### config.mk
export PLATFORM = sky130hd
export DESIGN_NAME = regfile_write_sequencer
export DESIGN_NICKNAME = d
export VERILOG_FILES = /design/src/rtl/regfile_pkg.sv /design/src/rtl/wb_queue.sv /design/src/rtl/regfile_write_sequencer.sv
export SDC_FILE = /design/constraint.sdc
export NUM_CORES = 1
export LEC_CHECK = 0
export BUFFER_PORTS_ARGS = -buffer_cell sky130_fd_sc_hd__buf_2
export CORE_MARGIN = 8
export CORE_UTILIZATION = 55
export CTS_BUF_LIST = sky130_fd_sc_hd__clkbuf_8
export DETAILED_ROUTE_END_ITERATION = 6
export PLACE_DENSITY = 0.9
export SLEW_MARGIN = 20
export SYNTH_ARGS = -nofsm -noshare
export SYNTH_HDL_FRONTEND = slang
export SYNTH_SLANG_ARGS = --single-unit
### constraint.sdc
create_clock -name clk -period 3.7 [get_ports clk]
set_input_delay 0.37 -clock clk [delete_from_list [all_inputs] [get_ports clk]]
set_output_delay 0.37 -clock clk [all_outputs]
set_load 0.02 [all_outputs]
### src/rtl/regfile_pkg.sv
// Shared definitions for the register-file write path.
// DATA_W/ADDR_W/NUM_REGS describe the 16x16 register file; wb_entry_t is one
// queued writeback {destination index, data}.
package regfile_pkg;
  localparam int DATA_W   = 16;
  localparam int ADDR_W   = 4;
  localparam int NUM_REGS = 16;

  // 'reg' is a keyword, so the index field is called dst.
  typedef struct packed {
    logic [ADDR_W-1:0] dst;
    logic [DATA_W-1:0] data;
  } wb_entry_t;
endpackage

### src/rtl/wb_queue.sv
// In-order writeback queue: circular buffer, up to two pushes and one pop per
// cycle, occupancy count and a per-slot valid vector for forwarding lookups.
// Ports:
//   clk, rst               clock, synchronous active-high reset
//   push_a, a_reg, a_data  first push (lands at tail)
//   push_b, b_reg, b_data  second push (tail+1 when push_a, else tail)
//   pop                    retire head entry at this edge
//   count, head            occupancy and head slot
//   ent_reg, ent_data      raw slot contents
//   valid                  slot holds a live entry
module wb_queue
  import regfile_pkg::*;
#(
  parameter int DEPTH  = 4,
  parameter int AW     = 4,
  parameter int DW     = 16,
  parameter int PW     = $clog2(DEPTH),
  parameter int CW     = $clog2(DEPTH) + 1
) (
  input  logic                      clk,
  input  logic                      rst,
  input  logic                      push_a,
  input  logic [AW-1:0]             a_reg,
  input  logic [DW-1:0]             a_data,
  input  logic                      push_b,
  input  logic [AW-1:0]             b_reg,
  input  logic [DW-1:0]             b_data,
  input  logic                      pop,
  output logic [CW-1:0]             count,
  output logic [PW-1:0]             head,
  output logic [DEPTH-1:0][AW-1:0]  ent_reg,
  output logic [DEPTH-1:0][DW-1:0]  ent_data,
  output logic [DEPTH-1:0]          valid
);

  logic [PW-1:0] tail;
  logic [PW-1:0] b_slot;

  assign b_slot = push_a ? tail + PW'(1) : tail;

  always_ff @(posedge clk) begin
    if (rst) begin
      count <= '0;
      head  <= '0;
      tail  <= '0;
    end else begin
      head  <= head + PW'(pop);
      tail  <= tail + PW'(push_a) + PW'(push_b);
      count <= count - CW'(pop) + CW'(push_a) + CW'(push_b);
    end
  end

  // Storage is not reset; contents are only observed through valid.
  always_ff @(posedge clk) begin
    if (!rst) begin
      if (push_a) begin
        ent_reg[tail]  <= a_reg;
        ent_data[tail] <= a_data;
      end
      if (push_b) begin
        ent_reg[b_slot]  <= b_reg;
        ent_data[b_slot] <= b_data;
      end
    end
  end

  // A slot is live when its distance from head is below the occupancy.
  for (genvar i = 0; i < DEPTH; i++) begin : g_valid
    logic [PW-1:0] off;
    assign off      = PW'(i) - head;
    assign valid[i] = {1'b0, off} < count;
  end

endmodule

### src/rtl/regfile_write_sequencer.sv
// Write-side front end of the register file. Arbitrates ALU and load
// writebacks into an in-order queue, drains one entry per cycle onto the
// single write port and offers two forwarding lookups into the queue.
// Ports:
//   clk, rst                                   clock, sync active-high reset
//   alu_valid/alu_reg/alu_data/alu_ready       ALU writeback handshake
//   mem_valid/mem_reg/mem_data/mem_ready       load writeback handshake
//   dst_reg/dst_data/write_reg                 register file write port
//   fwd_reg1/fwd_hit1/fwd_data1                forwarding lookup, read port 1
//   fwd_reg2/fwd_hit2/fwd_data2                forwarding lookup, read port 2
//   count                                      queue occupancy
module regfile_write_sequencer #(
  parameter int DEPTH  = 4,
  parameter int DATA_W = 16,
  parameter int ADDR_W = 4
) (
  input  logic                       clk,
  input  logic                       rst,
  input  logic                       alu_valid,
  input  logic [ADDR_W-1:0]          alu_reg,
  input  logic [DATA_W-1:0]          alu_data,
  output logic                       alu_ready,
  input  logic                       mem_valid,
  input  logic [ADDR_W-1:0]          mem_reg,
  input  logic [DATA_W-1:0]          mem_data,
  output logic                       mem_ready,
  output logic [ADDR_W-1:0]          dst_reg,
  output logic [DATA_W-1:0]          dst_data,
  output logic                       write_reg,
  input  logic [ADDR_W-1:0]          fwd_reg1,
  output logic                       fwd_hit1,
  output logic [DATA_W-1:0]          fwd_data1,
  input  logic [ADDR_W-1:0]          fwd_reg2,
  output logic                       fwd_hit2,
  output logic [DATA_W-1:0]          fwd_data2,
  output logic [$clog2(DEPTH):0]     count
);
  import regfile_pkg::*;

  localparam int PW = $clog2(DEPTH);
  localparam int CW = $clog2(DEPTH) + 1;

  logic [PW-1:0]                  head;
  logic [DEPTH-1:0][ADDR_W-1:0]   ent_reg;
  logic [DEPTH-1:0][DATA_W-1:0]   ent_data;
  logic [DEPTH-1:0]               valid;
  logic [CW-1:0]                  free;
  logic                           pop;
  logic                           mem_acc;
  logic                           alu_acc;

  // Draining never stalls, so the head slot is always reusable this cycle.
  assign pop       = (count != '0);
  assign free      = CW'(DEPTH) - count + CW'(pop);
  assign mem_ready = (free >= CW'(1));
  assign alu_ready = (free >= CW'(1) + CW'(mem_valid));
  assign mem_acc   = mem_valid & mem_ready;
  assign alu_acc   = alu_valid & alu_ready;

  // Load goes first so a same-cycle ALU write to the same index wins.
  wb_queue #(
    .DEPTH (DEPTH),
    .AW    (ADDR_W),
    .DW    (DATA_W)
  ) u_queue (
    .clk      (clk),
    .rst      (rst),
    .push_a   (mem_acc),
    .a_reg    (mem_reg),
    .a_data   (mem_data),
    .push_b   (alu_acc),
    .b_reg    (alu_reg),
    .b_data   (alu_data),
    .pop      (pop),
    .count    (count),
    .head     (head),
    .ent_reg  (ent_reg),
    .ent_data (ent_data),
    .valid    (valid)
  );

  assign write_reg = pop;
  assign dst_reg   = pop ? ent_reg[head]  : '0;
  assign dst_data  = pop ? ent_data[head] : '0;

  // Walk oldest to youngest so the last match is the youngest one.
  always_comb begin
    logic [PW-1:0] idx;
    fwd_hit1  = 1'b0;
    fwd_data1 = '0;
    fwd_hit2  = 1'b0;
    fwd_data2 = '0;
    idx       = head;
    for (int k = 0; k < DEPTH; k++) begin
      idx = head + PW'(k);
      if (valid[idx] && ent_reg[idx] == fwd_reg1) begin
        fwd_hit1  = 1'b1;
        fwd_data1 = ent_data[idx];
      end
      if (valid[idx] && ent_reg[idx] == fwd_reg2) begin
        fwd_hit2  = 1'b1;
        fwd_data2 = ent_data[idx];
      end
    end
  end

endmodule

After elaboration in Yosys (flattened, before gate mapping)
Index checks and enable logic that the tools add are counted.
{"block": "totals", "reg_bits": 87, "latch_bits": 0, "ramBits": 0, "rom_bits": 0, "input_bits": 52, "mem_count": 0}
{"block": "classes", "n_addsub": 17, "n_mul": 0, "div_mod_pow": 0, "order_cmp": 14, "eq_ne": 8, "shift": 0, "muxes": 61, "bitwise": 2, "n_reduce_logical": 11}
{"operator": "$mux W16", "count": 18}
{"operator": "$mux W64", "count": 3}
{"operator": "$bmux W16 S2", "count": 4}
{"operator": "$bwmux W64", "count": 2}
{"operator": "$demux W16 S2", "count": 2}
{"operator": "$bmux W4 S2", "count": 4}
{"operator": "$bwmux W16", "count": 2}
{"operator": "$eq A4 B4 Y1", "count": 8}
{"operator": "$mux W4", "count": 7}
{"operator": "$lt A2 B3 Y1 const B", "count": 6}
{"operator": "$demux W4 S2", "count": 2}
{"operator": "$lt A2 B3 Y1", "count": 4}
{"operator": "$mux W1", "count": 12}
{"operator": "$logic_and A1 B1 Y1", "count": 10}
{"operator": "$add A3 B1 Y3", "count": 3}
{"operator": "$bmux W1 S2", "count": 4}
{"operator": "$add A2 B1 Y2", "count": 3}
{"operator": "$add A2 B1 Y2 const B", "count": 2}
{"operator": "$add A2 B2 Y2 const B", "count": 2}
{"operator": "$ge A2 B1 Y1 const B", "count": 2}
{"operator": "$sub A1 B2 Y2 const A", "count": 2}
{"operator": "$sub A2 B2 Y2 const A", "count": 2}
{"operator": "$ge A3 B1 Y1 const B", "count": 1}
{"operator": "$ge A3 B2 Y1", "count": 1}
{"operator": "6 further kinds", "count": 7}

Longest topological paths before layout
Gate-level depths: netlist of run 1.
{"block": "depth", "word_depth": 11, "depth_mapped": 17, "ltp_nobuf": 14}

Modules after synthesis
Synthesis of run 1 repeated with hierarchy kept, for this count alone.
{"block": "unflattened", "hier_cells": 912, "hier_area_um2": 9601.7}
{"mod": "wb_queue", "instances": 1, "cells_per_inst": 322, "area_each_um2": 5532.8, "seq_area_each_um2": 2542.4}
{"mod": "regfile_write_sequencer", "instances": 1, "cells_per_inst": 590, "area_each_um2": 4068.9, "seq_area_each_um2": 0.0}

Worst setup path after synthesis of run 1
OpenSTA, ideal clock, no wires.
{"block": "synth_path", "kind": "reg2out", "from": "register u_queue.head[0]", "to": "output fwd_data2[10]", "arrival_time_ps": 3675, "slack_ps": -345, "stages_incl_launch_ff": 18, "n_path_buf": 8, "cell_sequence": "dfxtp_1 > buf_6 > buf_4 > buf_6 > buf_6 > buf_2 > buf_2 > xor2_1 > inv_1 > ha_1 > nor2_1 > mux4_2 > o211a_4 > and3_1 > buf_6 > buf_6 > a221o_1 > a22o_1"}
{"block": "synth_between", "elab_chain_len": 9, "elab_cells_between_ends": 47, "cone_classes": "7 x add/sub; 4 x order compare; 4 x eq/ne; 28 x mux; 4 x reduce/logical"}
{"item": "from (decl)", "line": "wb_queue.sv:30", "rtl": "output logic [PW-1:0] head,"}
{"item": "from (signal assigned)", "line": "wb_queue.sv:47", "rtl": "head <= head + PW'(pop);"}
{"item": "$sub A1 B2 Y2 or $sub A2 B2 Y2 (tied branches)", "line": "wb_queue.sv:70", "rtl": "assign off = PW'(i) - head;"}
{"item": "$lt A2 B3 Y1", "line": "wb_queue.sv:71", "rtl": "assign valid[i] = {1'b0, off} < count;"}
{"item": "$bmux W1 S2", "line": "regfile_write_sequencer.sv:100", "rtl": "if (valid[idx] && ent_reg[idx] == fwd_reg2) begin"}
{"item": "$mux W1 (not written as such)", "line": "regfile_write_sequencer.sv:100"}
{"item": "$logic_and A1 B1 Y1", "line": "regfile_write_sequencer.sv:100"}
{"item": "$mux W16 (3 in series)", "line": "regfile_write_sequencer.sv:100"}
{"item": "$mux W16 (*)", "line": "regfile_write_sequencer.sv:100"}
{"item": "to (decl)", "line": "regfile_write_sequencer.sv:35", "rtl": "output logic [DATA_W-1:0] fwd_data2,"}
Mark *: on every way between the ends. The rest lies on a longest branch, timed or not. The select of a mux whose other input is x is not followed.

Worst setup path in the final report of run 1
{"block": "layout_path", "from": "register u_queue.head[0]", "to": "output fwd_data1[8]"}
{"block": "layout_between", "elab_chain_len": 9, "elab_cells_between_ends": 47, "cone_classes": "7 x add/sub; 4 x order compare; 4 x eq/ne; 28 x mux; 4 x reduce/logical"}
{"item": "$sub A1 B2 Y2 or $sub A2 B2 Y2 (tied branches)", "line": "wb_queue.sv:70"}
{"item": "$lt A2 B3 Y1", "line": "wb_queue.sv:71"}
{"item": "$bmux W1 S2", "line": "regfile_write_sequencer.sv:96", "rtl": "if (valid[idx] && ent_reg[idx] == fwd_reg1) begin"}
{"item": "$mux W1 (not written as such)", "line": "regfile_write_sequencer.sv:96"}
{"item": "$logic_and A1 B1 Y1", "line": "regfile_write_sequencer.sv:96"}
{"item": "$mux W16 (3 in series)", "line": "regfile_write_sequencer.sv:96"}
{"item": "$mux W16 (*)", "line": "regfile_write_sequencer.sv:96"}
{"item": "to (decl)", "line": "regfile_write_sequencer.sv:32", "rtl": "output logic [DATA_W-1:0] fwd_data1,"}
Marked as above.

==> results of run 1 <==
[critical path, stage by stage (launching register included)]
cell and delay, ns:
dfxtp_4 0.41, xor2_1 0.22, inv_1 0.08, ha_1 0.31, mux2i_1 0.18, o21a_1 0.26
a221oi_4 0.11, buf_12 0.17, nor2_4 0.35, nor2_2 0.05, buf_4 0.23, a211oi_2 0.26
buf_2 0.20
[cells by family after synthesis]
| kind of cell | Yosys count |
|---|---|
| flops | 87 |
| simple gates | 212 |
| fa+ha+maj | 17 |
| buf+inv | 106 |
| compound gates | 175 |
| mux | 200 |
| xor+xnor | 38 |
[worst paths after layout]
check	endpoint	slack (ns)
min	u_queue.count[1]	0.29
max reg2reg	u_queue.count[2]	0.36
max	fwd_data1[8]	0.13
min reg2reg	u_queue.count[2]	0.56
[cell type report]
| cell class | count | area [um^2] | area share (%) |
|---|---|---|---|
| Inverter | 30 | 113 | 1.17 |
| Clock buffer | 10 | 138 | 1.43 |
| Tap cell | 188 | 235 | 2.44 |
| Antenna cell | 4 | 10.0 | 0.104 |
| Multi-Input combinational cell | 643 | 5620 | 58.4 |
| Sequential cell | 87 | 2550 | 26.5 |
| Clock inverter | 6 | 78.8 | 0.819 |
| Timing Repair Buffer | 142 | 878 | 9.12 |
[per-stage QoR]
step / power, mW / area [um^2] / std cells / TNS, ns
3_3_place_gp: 8.45 / 9230 / 1081 / 0
5_1_grt: 10.5 / 9620 / 1108 / 0
4_1_cts: 9.60 / 9480 / 1098 / 0
2_1_floorplan: 7.09 / 8680 / 835 / -0.980
3_5_place_dp: 8.73 / 9230 / 1081 / 0
6_report: 9.91 / 9630 / 1110 / 0
[routing by layer]
| layer | up-vias | wire [um] | GRT usage [%] |
|---|---|---|---|
| met2 | 536 | 11800 | 38.7 |
| met1 | 3599 | 9760 | 33.0 |
| met4 | 12 | 765 | 9.28 |
| li1 | 3298 | - | - |
| met3 | 81 | 3250 | 6.56 |
| met5 | - | 68 | 0 |
[timing repair]
| item | in CTS | in global routing |
|---|---|---|
| resized for setup | 6 | 8 |
| setup endpoints to repair | 32 | 34 |
| pin swaps | 1 | 3 |
| gates cloned | 1 | 1 |
| buffers inserted | 0 | 7 |
[synth_stat cells, types with 16 or more instances]
library cell / instances / area [um^2]
edfxtp_1: 80 / 2400
clkbuf_1: 28 / 105
nor2_1: 60 / 225
xnor2_1: 33 / 289
buf_2: 25 / 125
mux2i_1: 94 / 941
nor3_1: 20 / 100
a21oi_1: 37 / 185
o21ai_0: 72 / 360
mux4_2: 50 / 1130
inv_1: 29 / 109
mux2_2: 56 / 631
nand2_1: 82 / 308
and3_1: 16 / 100
[power by group through the flow]
stage / sequential [mW] / combinational (mW) / clock, mW
after floorplan: 1.85 / 5.24 / 0
after global placement: 1.94 / 6.51 / 0
after detailed placement: 2.00 / 6.73 / 0
after CTS: 1.98 / 6.89 / 0.733
after global routing: 2.06 / 7.64 / 0.772
final: 2.02 / 7.16 / 0.732
==> reports/qor.yml, run 1 <==
flow_run:
  max_cap_violations: 0
power:
  switching_power_mw: 4.87
  clkPwrFrac_pct: 7.4
  switching_share_pct: 49.2
  ir_drop_mv: 0.434
  pwr_density_cell_mw_per_mm2: 1030
  power_frac_seq_pct: 20.4
  combPwrFrac_pct: 72.2
  p_leak_nw: 4.12
  p_int_mw: 5.04
floorplanning:
  coreArea_mm2: 0.0152
  start_util_pct: 56.1
  dieHeight_um: 141
  rows: 45
  die_area_mm2: 0.0197
  num_io_pins: 112
  die_w_um: 141
logic_synthesis:
  ys_seq_area_share_pct: 29.8
  synth_cell_types: 53
  synth-xor-area-share_pct: 4.17
  synth_ff_type: "edfxtp_1"
  yosysWarningCount: 0
  synth_top_family_by_area: "multiplexers"
  synthSimpleGateAreaFrac_pct: 11.3
  synth_mux_area_share_pct: 31.6
  synthAdderAreaFrac_pct: 2.76
  synth-compound-area-share_pct: 14.0
  synth_edf_count: 80
  avgSynthCellArea_um2: 10.2
  synthArstFlopShare_pct: 0
  netlist_area_mm2: 0.00853
  synth_seq_cells: 87
  syn_inst: 835
  synth_nets: 904
clock_tree:
  clk_path_buf_depth: 2
  clk_latency_ns: 0.37
  cts_made_buffers: 9
  cts_root_buf: "clkbuf_8"
  cts_tree: "yes"
  h-tree-depth: 3
  cts_hold_repair.buffers: 0
  clkTransAtPathRegs_ns: 0.08
  cts_sinks: 87
cells_and_area:
  largest_reg_flops: 64
  fill_cells: 1129
  layout_commonest_cell: "buf_2"
  layout_common_cells: "111 x buf_2, 94 x mux2i_1, 82 x nand2_1"
  final_nets: 982
  syn2layout_area_growth_pct: 12.9
  layout-drive-gt1-share_pct: 34.1
  utilization_pct: 63.3
detailed_routing:
  firstDrtPassIters: 6
  wirelength_um: 25700
  route.vias.total: 7526
  drt-initial-drc-count: 1071
  routed_via_density: 6.78
  ant_nets: 0
  detail_route.wl_per_cell_um: 23.1
  drc_errors: 0
critical_path:
  cp_max_fo: 18
  ff2ff_path_depth: 14
  crit_start: "u_queue.head[0]"
  critPathKind: "register to output port"
  start_kind: "register"
  crit_path_end_kind: "output port"
  arrival_ns: 3.20
  required_ns: 3.33
  reg2reg_from: "u_queue.count[1]"
timing:
  worst_slew_pin_slew_ns: 0.607
  rsz0062_at_grt: "no"
  fin_crit_sh_pct: 96.6
  finalHoldViolations: 0
  fin_skew_ns: 0.0146
  hold_slack_ns: 0.295
  final.min_clock_period_ns: 3.57
  final-setup-viol-count: 0
  slew_headroom_pct: 59.1
  max_freq_mhz: 280
  slew_violations: 0
  fin_ws_ns: 0.126
run_status:
  outcome: "finished, final reports clean"
placement:
  dp_slack_ns: 0.0364
  gp_congestion: 0.915
  hpwlAfterDp_um: 17500
  portBuffers: 111
hold_path:
  hold_start: "rst"
  hp-class: "input pin to register"
  holdPathStages: 2
global_routing:
  grt_pass1_vias: 7056
  grt_pass1_wl_um: 39300
  grt_overflow: 0
  grtUsageTotal_pct: 25.0
  grt_max_degree: 91
  antenna_found_initial: 8
(Power assumes the default switching activity.)
==> run 2: changes to the inputs <==
PLACE_DENSITY = 0.87   (was 0.9)
clock period = 4.05 ns   (was 3.7 ns; I/O delays follow)
==> run 2 against run 1 <==
Net effect: first-iteration DRC count down 10%; cell count shrank 0.81%; sequential share of layout area increased by 0.80 points; worst hold slack better by 0.0090 ns; worst setup slack better by 0.037 ns; register-to-register slack better by 0.11 ns; global-route usage decreased by 1.4 points; critical path type unchanged.
==> reports/qor.yml, run 2 (same netlist as run 1, synthesis figures left out) <==
timing:
  tns_ns: 0  # unchanged
  finalHoldViolations: 0  # unchanged
  max_freq_mhz: 257
  rsz0062_at_grt: "no"  # unchanged
  slew_violations: 0  # unchanged
  final-setup-viol-count: 0  # unchanged
  fin_crit_sh_pct: 96.0
  slew_headroom_pct: 48.8  # was 59.1%
  worst_slew_pin_slew_ns: 0.768  # was 0.607 ns
  fin_ws_ns: 0.163  # was 0.126 ns
  fin_skew_ns: 0.0114  # was 0.0146 ns
  final.min_clock_period_ns: 3.89
placement:
  hpwlAfterDp_um: 17400  # was 17500 um
  portBuffers: 111  # unchanged
  gp_congestion: 0.919  # was 0.915
  post_dp_cell_area_mm2: 0.00910  # was 0.00923 mm^2
  dp_slack_ns: 0.293  # was 0.0364 ns
detailed_routing:
  drc_errors: 0  # unchanged
  detail_route.wl_per_cell_um: 21.6  # was 23.1 um
  route.vias.total: 7212  # was 7526
  drt-initial-drc-count: 959  # was 1071
  firstDrtPassIters: 6  # unchanged
  ant_nets: 0  # unchanged
  wirelength_um: 23800  # was 25700 um
  routed_via_density: 6.55  # was 6.78
critical_path:
  arrival_ns: 3.48  # was 3.20 ns
  cp_cell_sequence: "xor2_1 -> inv_1 -> ha_1 -> nor2_1 -> mux4_2 -> o211a_4 -> and3_1 -> a221o_1 -> a22o_1 -> buf_2"  # was xor2_1 -> inv_1 -> ha_1 -> mux2i_1 -> o21a_1 -> a221oi_4 -> buf_12 -> nor2_4 -> nor2_2 -> buf_4 -> a211oi_2 -> buf_2
  cp_max_fo: 18  # unchanged
  required_ns: 3.64  # was 3.33 ns
  start_kind: "register"  # unchanged
  crit_buf_inv: 2  # was 4
  cp_top_family: "compound AO/OA/AOI/OAI gates"  # was buffers and inverters
  critical-path-max-stage-delay_ns: 0.53  # was 0.41 ns
  critPathKind: "register to output port"  # unchanged
  crit_path_end_kind: "output port"  # unchanged
  critPathSlowestCell: "dfxtp_4"  # unchanged
floorplanning:
  num_io_pins: 112  # unchanged
  die_w_um: 141  # unchanged
  coreArea_mm2: 0.0152  # unchanged
  dieHeight_um: 141  # unchanged
  rows: 45  # unchanged
  start_util_pct: 56.1  # unchanged
  die_area_mm2: 0.0197  # unchanged
cells_and_area:
  layout_common_cells: "111 x buf_2, 94 x mux2i_1, 82 x nand2_1"  # unchanged
  fill_cells: 1170  # was 1129
  layout-drive-gt1-share_pct: 31.7  # was 34.1%
  utilization_pct: 61.4  # was 63.3%
  largest_reg_flops: 64  # unchanged
  final_nets: 975  # was 982
  layout_commonest_cell: "buf_2"  # unchanged
  final_area_mm2: 0.00934  # was 0.00963 mm^2
  syn2layout_area_growth_pct: 9.55  # was 12.9%
clock_tree:
  cts_hold_repair.buffers: 0  # unchanged
  cts_made_buffers: 9  # unchanged
  cts_root_buf: "clkbuf_8"  # unchanged
  cts_sinks: 87  # unchanged
  clkTransAtPathRegs_ns: 0.09  # was 0.08 ns
  h-tree-depth: 3  # unchanged
  cts_tree: "yes"  # unchanged
  clk_path_buf_depth: 2  # unchanged
  clk_latency_ns: 0.37  # about the same
power:
  pwr_density_cell_mw_per_mm2: 907  # was 1030 mW/mm^2
  power_mw: 8.47  # was 9.91 mW
  ir_drop_mv: 0.449  # was 0.434 mV
  p_leak_nw: 3.98  # was 4.12 nW
global_routing:
  grt_max_degree: 65  # was 91
  antenna_found_initial: 6  # was 8
  grt_pass1_wl_um: 37400  # was 39300 um
  grt_overflow: 0  # unchanged
  grtUsageTotal_pct: 23.5  # was 25.0%
  grt_pass1_vias: 6726  # was 7056
run_status:
  outcome: "finished, final reports clean"  # unchanged
flow_run:
  max_cap_violations: 0  # unchanged
hold_path:
  hp-class: "input pin to register"  # unchanged
-- run 2: path summary, 6_finish.rpt --
| check | from | to | slack [ns] | cells past startpoint |
|---|---|---|---|---|
| max | u_queue.head[0] | fwd_data2[10] | 0.16 | 10 |
| min | rst | u_queue.head[1] | 0.30 | 2 |
| max reg2reg | u_queue.count[2] | u_queue.count[2] | 0.47 | 15 |
| min reg2reg | u_queue.count[1] | u_queue.count[2] | 0.60 | 2 |
-- run 2: power by group --
part	total [mW]	internal, mW	leakage, nW	switching [mW]
Clock	0.614	0.286	0.101	0.328
Combinational	5.95	2.56	3.03	3.38
Sequential	1.91	1.46	0.844	0.448
Total	8.47	4.31	3.98	4.16
-- run 2: cell type report --
| cell class | instances | area [um^2] | share of cell area, % |
|---|---|---|---|
| Antenna cell | 2 | 5.00 | 0.0536 |
| Clock buffer | 9 | 124 | 1.33 |
| Clock inverter | 7 | 72.6 | 0.777 |
| Inverter | 30 | 113 | 1.21 |
| Multi-Input combinational cell | 642 | 5480 | 58.6 |
| Sequential cell | 87 | 2550 | 27.3 |
| Tap cell | 188 | 235 | 2.52 |
| Timing Repair Buffer | 136 | 767 | 8.21 |
-- run 2: routing by layer --
| metal | up-vias | global-route usage [%] | part of all wire, % |
|---|---|---|---|
| met2 | 460 | 35.8 | 46 |
| met3 | 48 | 5.27 | 12 |
| li1 | 3270 | - | - |
| met1 | 3426 | 32.4 | 40 |
| met5 | - | 0 | 0.16 |
| met4 | 8 | 8.37 | 2.2 |
-- run 2: timing repair --
| item | 4_1_cts | 5_1_grt |
|---|---|---|
| setup endpoints to repair | 16 | 24 |
| pin swaps | 0 | 1 |
| buffers inserted | 0 | 1 |
| gates resized for setup | 1 | 1 |
-- run 2: metrics by stage --
step / hold slack [ns] / cells
floorplan: 0.477 / 835
global placement: 0.563 / 1081
detailed placement: 0.570 / 1081
CTS: 0.293 / 1097
global route: 0.313 / 1101
finish: 0.304 / 1101
==> run 3: changes to the inputs <==
CORE_ASPECT_RATIO = 1.2   (was not set)
TNS_END_PERCENT = 50   (was not set)
==> run 3 against run 2 <==
Net effect: wire length is 3.5% lower; sequential power hardly changed; first-iteration DRC count is 14% lower; sequential share of layout area is 0.058 points lower; fmax hardly changed; combinational power hardly changed; die area hardly changed; cell count is 1.8% higher; clock power is 3% lower; register-to-register slack better by 0.06 ns; via count is 0.57% lower; critical path depth stayed put; largest cell class unchanged; highest routed layer unchanged.
==> reports/qor.yml, run 3 (same netlist as run 1, synthesis figures left out) <==
critical_path:
  start_kind: "register"  # unchanged
  ff2ff_path_depth: 15  # unchanged
  cp_cell_sequence: "xor2_1 -> inv_1 -> ha_1 -> nor2_1 -> mux4_2 -> o211a_4 -> and3_1 -> a221o_1 -> a22o_1 -> buf_2"  # unchanged
  critPathSlowestCell: "dfxtp_4"  # unchanged
  cp_top_family: "compound AO/OA/AOI/OAI gates"  # unchanged
  crit_buf_inv: 2  # unchanged
  critPathKind: "register to output port"  # unchanged
  critical-path-max-stage-delay_ns: 0.52  # was 0.53 ns
  arrival_ns: 3.48  # about the same
  cp_max_fo: 18  # unchanged
  crit_path_end_kind: "output port"  # unchanged
  path_depth: 10  # unchanged
  required_ns: 3.64  # about the same
timing:
  slew_violations: 0  # unchanged
  slew_headroom_pct: 36.1  # was 48.8%
  final.min_clock_period_ns: 3.88  # was 3.89 ns
  tns_ns: 0  # unchanged
  final-setup-viol-count: 0  # unchanged
  hold_slack_ns: 0.342  # was 0.304 ns
  fin_crit_sh_pct: 95.9  # was 96.0%
  worst_slew_pin_slew_ns: 0.959  # was 0.768 ns
  fin_skew_ns: 0.00857  # was 0.0114 ns
  max_freq_mhz: 257  # about the same
  finalHoldViolations: 0  # unchanged
power:
  ir_drop_mv: 0.390  # was 0.449 mV
  p_leak_nw: 3.98  # about the same
  pwr_density_cell_mw_per_mm2: 902  # was 907 mW/mm^2
clock_tree:
  cts_tree: "yes"  # unchanged
  clk_path_buf_depth: 2  # unchanged
  cts_root_buf: "clkbuf_8"  # unchanged
  clkTransAtPathRegs_ns: 0.08  # was 0.09 ns
  h-tree-depth: 3  # unchanged
  cts_made_buffers: 9  # unchanged
  clk_latency_ns: 0.36  # was 0.37 ns
  cts_sinks: 87  # unchanged
  cts_hold_repair.buffers: 0  # unchanged
global_routing:
  grtUsageTotal_pct: 23.0  # was 23.5%
  grt_pass1_vias: 6791  # was 6726
  grt_pass1_wl_um: 36500  # was 37400 um
  grt_overflow: 0  # unchanged
  antenna_found_initial: 3  # was 6
  grt_max_degree: 73  # was 65
floorplanning:
  die_w_um: 130  # was 141 um
  rows: 50  # was 45
  coreArea_mm2: 0.0154  # was 0.0152 mm^2
  num_io_pins: 112  # unchanged
  die_area_mm2: 0.0198  # was 0.0197 mm^2
  dieHeight_um: 152  # was 141 um
  start_util_pct: 55.4  # was 56.1%
detailed_routing:
  wirelength_um: 22900  # was 23800 um
  route.vias.total: 7171  # was 7212
  firstDrtPassIters: 5  # was 6
  ant_nets: 0  # unchanged
  drt-initial-drc-count: 827  # was 959
  detail_route.wl_per_cell_um: 20.5  # was 21.6 um
  routed_via_density: 6.40  # was 6.55
  drc_errors: 0  # unchanged
placement:
  hpwlAfterDp_um: 17400  # about the same
  gp_congestion: 0.938  # was 0.919
  dp.cells: 1102  # was 1081
  portBuffers: 111  # unchanged
flow_run:
  max_cap_violations: 0  # unchanged
cells_and_area:
  layout_common_cells: "111 x buf_2, 94 x mux2i_1, 82 x nand2_1"  # unchanged
  utilization_pct: 60.8  # was 61.4%
  multi_input_area_mm2: 0.00546  # was 0.00548 mm^2
  fill_cells: 1222  # was 1170
  layout_commonest_cell: "buf_2"  # unchanged
  layout-drive-gt1-share_pct: 31.8  # was 31.7%
  syn2layout_area_growth_pct: 9.79  # was 9.55%
  regArea_mm2: 0.00255  # unchanged
  final_nets: 976  # was 975
  fin_cells: 1121  # was 1101
  largest_reg_flops: 64  # unchanged
run_status:
  outcome: "finished, final reports clean"  # unchanged
hold_path:
  holdPathStages: 2  # unchanged
  hp-class: "input pin to register"  # unchanged
==> run 3: changes by cell type in the layout (fill, tap and decap cells not counted) <==
cell | before | now
nor2_2 | 1 | 2
buf_12 | 1 | 2
buf_8 | 1 | 0
nor2_4 | 1 | 0
inv_6 | 1 | 0
clkinv_2 | 1 | 3
nor3_2 | 2 | 3
diode_2 | 2 | 1
buf_6 | 1 | 2
clkinv_4 | 2 | 1
nor3_4 | 1 | 0
==> run 3: metal layers <==
metal  wire length, um  global-route usage, %
met1              9180                   31.6
met2             10800                   35.4
met3              2340                   4.41
met4               591                   7.98
met5                18                      0
==> run 3: worst reg2reg max path, cell delays in order (launching register included) <==
cell and delay [ns]:
dfxtp_1 0.42, nor3_2 0.24, ha_1 0.18, inv_1 0.04, ha_1 0.30, ha_1 0.28, a21boi_0 0.22, o31ai_1 0.10
buf_4 0.17, ha_1 0.28, inv_1 0.05, fa_1 0.38, fa_1 0.39, xnor2_1 0.20, xnor2_1 0.14, nor2_1 0.05
==> run 3: final cells by class <==
| class | instances | share of cell area [%] |
|---|---|---|
| Clock buffer | 9 | 1.32 |
| Sequential cell | 87 | 27.2 |
| Multi-Input combinational cell | 642 | 58.4 |
| Timing Repair Buffer | 137 | 8.37 |
| Tap cell | 208 | 2.78 |
| Inverter | 30 | 1.20 |
| Antenna cell | 1 | 0.0267 |
| Clock inverter | 7 | 0.695 |
==> run 3: timing repair <==
item / 4_1_cts / 5_1_grt
endpoints found under the setup margin: 0 / 15
resized for setup: 0 / 1
buffers inserted: 0 / 2
==> run 3: final timing paths <==
kind,start,end,slack (ns)
min reg2reg,u_queue.count[1],u_queue.count[2],0.58
max,u_queue.head[0],fwd_data2[11],0.17
min,rst,u_queue.head[1],0.34
max reg2reg,u_queue.count[0],u_queue.count[2],0.53
==> run 3: where the power goes <==
part	total (mW)	internal, mW	switching (mW)
logic	5.94	2.58	3.35
clock network	0.598	0.281	0.317
registers	1.91	1.47	0.440
==> run 3: per-stage QoR <==
step                      total power [mW]  area (um^2)  worst slack, ns
after floorplan                       6.31         8530           0.0185
after detailed placement              7.75         9140            0.445
after global placement                7.51         9140            0.538
after CTS                             8.36         9320           0.0407
after global routing                  9.02         9360          -0.0499
final                                 8.44         9360            0.166
